`src/rtl/iob_sp_ram_arbiter.sv`:
```
// iob_sp_ram_arbiter: round-robin sharing of one single-port RAM between two requesters,
// with a zero-fill walk of the RAM after reset and on clear.
module iob_sp_ram_arbiter #(
    parameter int DATA_W = 16,
    parameter int ADDR_W = 5
) (
    input  logic              clk,
    input  logic              rst_n,
    input  logic              clear,
    output logic              init_done,
    input  logic              p0_valid,
    input  logic              p0_we,
    input  logic [ADDR_W-1:0] p0_addr,
    input  logic [DATA_W-1:0] p0_wdata,
    output logic              p0_ready,
    output logic              p0_rsp_valid,
    input  logic              p1_valid,
    input  logic              p1_we,
    input  logic [ADDR_W-1:0] p1_addr,
    input  logic [DATA_W-1:0] p1_wdata,
    output logic              p1_ready,
    output logic              p1_rsp_valid,
    output logic [DATA_W-1:0] rsp_rdata,
    output logic              ram_en,
    output logic              ram_we,
    output logic [ADDR_W-1:0] ram_addr,
    output logic [DATA_W-1:0] ram_din,
    input  logic [DATA_W-1:0] ram_dout
);
    typedef enum logic {INIT, RUN} state_t;
    state_t            state;
    logic [ADDR_W-1:0] init_cnt;
    logic              last_grant, rsp0, rsp1, rsp_rd;
    logic              run, g0, g1;
    assign run = state == RUN;
    // On contention the port that was not served last wins.
    assign g0 = run & p0_valid & (~p1_valid | last_grant);
    assign g1 = run & p1_valid & (~p0_valid | ~last_grant);
    assign init_done    = run;
    assign p0_ready     = g0;
    assign p1_ready     = g1;
    assign p0_rsp_valid = rsp0;
    assign p1_rsp_valid = rsp1;
    assign rsp_rdata    = ((rsp0 | rsp1) & rsp_rd) ? ram_dout : '0;
    // The INIT walk drives the RAM from state alone, so gate it while reset is held.
    assign ram_en   = rst_n & (~run | g0 | g1);
    assign ram_we   = rst_n & (~run | (g0 & p0_we) | (g1 & p1_we));
    assign ram_addr = ~run ? init_cnt : g0 ? p0_addr : g1 ? p1_addr : '0;
    assign ram_din  = g0 ? p0_wdata : g1 ? p1_wdata : '0;
    always_ff @(posedge clk or negedge rst_n) begin
        if (!rst_n) begin
            state      <= INIT;
            init_cnt   <= '0;
            last_grant <= 1'b1;
            rsp0       <= 1'b0;
            rsp1       <= 1'b0;
            rsp_rd     <= 1'b0;
        end else begin
            rsp0   <= g0;
            rsp1   <= g1;
            rsp_rd <= g0 ? ~p0_we : ~p1_we;
            if (g0 | g1) last_grant <= g1;
            if (!run) begin
                init_cnt <= clear ? '0 : init_cnt + 1'b1;
                if (!clear && &init_cnt) state <= RUN;
            end else if (clear) begin
                state <= INIT;
            end
        end
    end
endmodule
```
`config.mk`:
```
export PLATFORM = sky130hd
export DESIGN_NAME = iob_sp_ram_arbiter
export DESIGN_NICKNAME = d
export VERILOG_FILES = /design/src/rtl/iob_sp_ram_arbiter.sv
export SDC_FILE = /design/constraint.sdc
export NUM_CORES = 1
export LEC_CHECK = 0
export CORE_MARGIN = 2
export CORE_UTILIZATION = 23
export DETAILED_ROUTE_END_ITERATION = 7
export GPL_TIMING_DRIVEN = 0
export PLACE_DENSITY = 0.74
export SYNTH_ARGS = -nofsm -noshare
export SYNTH_HDL_FRONTEND = slang
export SYNTH_SLANG_ARGS = --single-unit
```
`constraint.sdc`:
```
create_clock -name clk -period 1.35 [get_ports clk]
set_input_delay 0.135 -clock clk [delete_from_list [all_inputs] [get_ports clk]]
set_output_delay 0.135 -clock clk [all_outputs]
set_load 0.02 [all_outputs]
```
# Word-level counts from Yosys, hierarchy flattened
# Cells that the tools add are included.
[word_totals] register_bits=10 inputBits=65 output_inout_bits=44 elab_cells=44
[classes] addsub=1 n_mux=11 bitwise_logic=23 reduce_logical=3
[op_table] op="16-bit 2-to-1 mux" n=3
[op_table] op="5-bit 2-to-1 mux" n=4
[op_table] op="1-bit AND" n=9
[op_table] op="1-bit OR" n=8
[op_table] op="1-bit NOT" n=6
[op_table] op="5-bit by 1-bit adder with 5-bit output, second input constant" n=1
[op_table] op="5-bit AND reduction" n=1
[op_table] op="1-bit 2-to-1 mux" n=4
[op_table] op="1-bit logical AND" n=1
[op_table] op="1-bit logical NOT" n=1

# Logic depth before layout (Yosys ltp)
[logic_depth] ltp_word=7 ltp_mapped=6 mapped_depth_nobuf=5

# Least setup slack after synthesis
# OpenSTA, ideal clock, no wires.
[synth_path] path_type="register -> output" from="register state, in the netlist init_done" to="output port ram_din[10]" arrival_ns=1.496 required_ns=1.215 path_slack_ns=-0.281 path_stages_with_launch=7 n_path_buf=3 path_cell_list="dfrtp_1 -> and2_1 -> buf_6 -> and2_4 -> buf_6 -> buf_6 -> a22o_1"
[synth_rtl] element="from (decl)" line_no="31" text="state_t state;"
[synth_rtl] element="from (signal assigned)" line_no="52" text="state <= INIT;"
[synth_rtl] element="from (signal assigned)" line_no="65" text="if (!clear && &init_cnt) state <= RUN;"
[synth_rtl] element="from (signal assigned)" line_no="67" text="state <= INIT;"
[synth_rtl] element="1-bit AND (2 in a row)" line_no="37" text="assign g0 = run & p0_valid & (~p1_valid | last_grant);"
[synth_rtl] element="named net p0_ready" line_no="15" text="output logic p0_ready,"
[synth_rtl] element="16-bit 2-to-1 mux" line_no="49" text="assign ram_din = g0 ? p0_wdata : g1 ? p1_wdata : '0;"
[synth_rtl] element="to (decl)" line_no="27" text="output logic [DATA_W-1:0] ram_din,"
# The timed path passes the listed nets, and every way through them passes these cells.

# Worst setup path in the final report
[layout_path] from="register last_grant" to="output port ram_din[4]"
[layout_between] elab_chain_len=5
[layout_lines] element="from (decl)" line_no="33" text="logic last_grant, rsp0, rsp1, rsp_rd;"
[layout_lines] element="from (signal assigned)" line_no="62" text="if (g0 | g1) last_grant <= g1;"
[layout_lines] element="1-bit NOT" line_no="38" text="assign g1 = run & p1_valid & (~p0_valid | ~last_grant);"
[layout_lines] element="1-bit OR" line_no="38"
[layout_lines] element="1-bit AND" line_no="38"
[layout_lines] element="16-bit 2-to-1 mux" line_no="49"
[layout_lines] element="16-bit 2-to-1 mux (*)" line_no="49"
# Mark *: on every way between the ends. The rest lies on a longest branch, timed or not.

==> results.json <==
{
  "status": "finished with violations",
  "violations": "setup timing",
  "ir_worst_vdd_uv": 393,
  "grt_pass1_vias": 1390,
  "cts.sinks": 10,
  "drt_first_pass_iters": 4,
  "netlist_area_sq_um": 855,
  "crit_fanout": 6,
  "arrival_ns": 1.58,
  "cts_buffer_depth": 2,
  "syn_nets": 167,
  "ys_warn_count": 0,
  "dp.cells": 255,
  "placed_area_sq_mm": 0.00210,
  "crit_end": "ram_din[4]",
  "cts_tree": "yes",
  "worstSetupPathType": "flip-flop to output pin",
  "synth.top_cell.area_share": 0.264,
  "maxCapViolCount": 0,
  "synth.area.top_cells": "dfrtp_1, a22o_1, and2_1",
  "routedWlPerCell_um": 18.5,
  "period_minus_slack_ns": 1.71,
  "drt_iter0_drc": 51,
  "yosys-top-cells-count": "and2_1, a22o_1, dfrtp_1",
  "fin_nets": 305,
  "die_w_um": 65.0,
  "worstMarginPinSlew_ns": 0.389,
  "period_share": 1.27,
  "grt_max_degree": 11,
  "synth_edf_count": 0,
  "io_pins": 109,
  "grt_antenna_before_repair": 0,
  "clk_pin_slew_ns": 0.05,
  "synth_ff_type": "dfrtp_1",
  "crit_path_start_kind": "flip-flop",
  "ys_ff_latch": 10,
  "initial_core_util": 0.237,
  "multi_input_area_sq_um": 731,
  "async_reset_ff_frac": 1.00,
  "h-tree-depth": 1,
  "grt_pass1_wl_um": 7180,
  "clock_latency_ns": 0.24,
  "setup_viol_count_final": 42,
  "antenna_cells": 0,
  "seq_area_frac_synth": 0.294,
  "root_buffer": "clkbuf_8",
  "syn_avg_cell_area_sq_um": 8.55,
  "layout-drive-gt1-share": 0.502,
  "powerDensity_mw_per_mm2": 415,
  "rr_endpoint": "rsp_rd",
  "cp-startpoint": "last_grant",
  "dieHeight_um": 65.0,
  "syn_to_final_growth_pct": 202,
  "r2r_slack_ns": -0.05,
  "gp_congestion": 0.768,
  "synth_cell_types": 25,
  "finalMaxSlewViolations": 0,
  "crit_required_ns": 1.22,
  "fill_cells": 252,
  "ant_nets": 0,
  "postSynthCellCount": 100,
  "leakage_uw": 0.00123,
  "r2r_cells": 5,
  "ff_latch_area_sq_um": 253,
  "track_usage": 0.222,
  "finalNonFillerCells": 285,
  "totalWireLength_um": 5280,
  "relSlewSlack": 0.740,
  "vias": 1357,
  "crit_path_end_kind": "output pin",
  "core_sq_mm": 0.00361,
  "port_buffers": 107,
  "hp-class": "input port to async pin",
  "cts_made_buffers": 3,
  "timing.fmax_mhz": 584,
  "design.die.area_sq_mm": 0.00422,
  "overflow": 0,
  "num_rows": 22,
  "hpwlAfterDp_um": 3350,
  "final_cell_area_sq_mm": 0.00258,
  "remaining_drc_errors": 0,
  "skew_ns": 0.00493,
  "fin_setup_tns_ns": -8.56,
  "fin_util": 0.717,
  "synth_area_leader_cell": "dfrtp_1",
  "drt-vias-per-instance": 4.76,
  "finalHoldViolCount": 0,
  "rsz0062_at_grt": "yes",
  "synthMostInstantiatedCell": "and2_1",
  "finalWorstSetupSlack_ns": -0.361,
  "reg2reg_from": "last_grant"
}
-- kinds of logic after synthesis --
family / after synthesis / synth area share
AO/OA/AOI/OAI: 35 / 0.306
adder cells (fa/ha/maj): 2 / 0.0293
buffers and inverters: 9 / 0.0703
flip-flops: 10 / 0.294
multiplexers: 3 / 0.0351
AND/OR/NAND/NOR: 41 / 0.265
-- flip-flops by register name, summed over array words and instances, names as in the netlist --
register      cells
last_grant        1
p0_rsp_valid      1
init_done         1
p1_rsp_valid      1
rsp_rd            1
init_cnt          5
-- layer usage --
metal  routed length, um  global-route usage  vias up
met5                   0                   0        -
li1                    -                   -      641
met3                 442              0.0677        4
met2                2720               0.419       63
met1                2090               0.252      649
met4                  36              0.0239        0
-- power breakdown --
| part | switching (uW) | leakage (uW) | internal [uW] |
|---|---|---|---|
| sequential | 13.2 | 0.000130 | 317 |
| clock | 123 | 0.0000288 | 257 |
| combinational | 120 | 0.00107 | 242 |
-- cell type report --
class                           count  share of cell area
Sequential cell                    10              0.0978
Tap cell                           48              0.0232
Buffer                              4              0.0194
Clock buffer                        4              0.0213
Timing Repair Buffer              136               0.553
Inverter                            1             0.00290
Multi-Input combinational cell     82               0.283
-- worst max-delay path, cell delays in order, from the launching register on --
cell and delay, ns:
dfstp_2 0.55, nand2b_4 0.17, and2_4 0.22, buf_6 0.12, a22o_1 0.16, buf_6 0.12
-- cell usage in the layout (no fill, tap or decap), types with 3 or more instances in the layout --
| cell type | n |
|---|---|
| a22o_4 | 9 |
| dfrtp_1 | 8 |
| clkdlybuf4s50_1 | 61 |
| buf_6 | 50 |
| clkbuf_8 | 4 |
| nand2_1 | 4 |
| and2_4 | 18 |
| a21oi_2 | 3 |
| o21ai_0 | 3 |
| a22o_1 | 7 |
| mux2i_1 | 3 |
| a31oi_1 | 3 |
| and3_1 | 3 |
| nor2_1 | 5 |
| nand3_1 | 3 |
| buf_4 | 15 |
-- timing repair --
item                                   in CTS  in global routing
resized for setup                         271                 33
pin swaps                                  21                 14
setup endpoints to repair                  44                 45
cloned                                      4                  0
setup buffers                              21                  5
endpoints found under the hold margin       9                  0
hold buffers                                1                  0
-- worst min path at each step --
stage	start	to	cells after the start
2_1_floorplan	rst_n	init_cnt[0]	0
3_3_place_gp	p1_valid	last_grant	3
3_5_place_dp	rst_n	init_cnt[2]	1
4_1_cts	rst_n	last_grant	1
5_1_grt	rst_n	last_grant	1
6_report	rst_n	last_grant	1
-- per-stage QoR --
step | hold slack, ns | power [uW] | setup WS [ns]
floorplan | -0.161 | 390 | -0.181
global placement | 0.481 | 617 | -0.909
detailed placement | 0.502 | 624 | -0.922
CTS | 0.00665 | 1070 | -0.334
global route | 0.0105 | 1120 | -0.402
finish | 0.0218 | 1070 | -0.361
(Power assumes the default switching activity.)
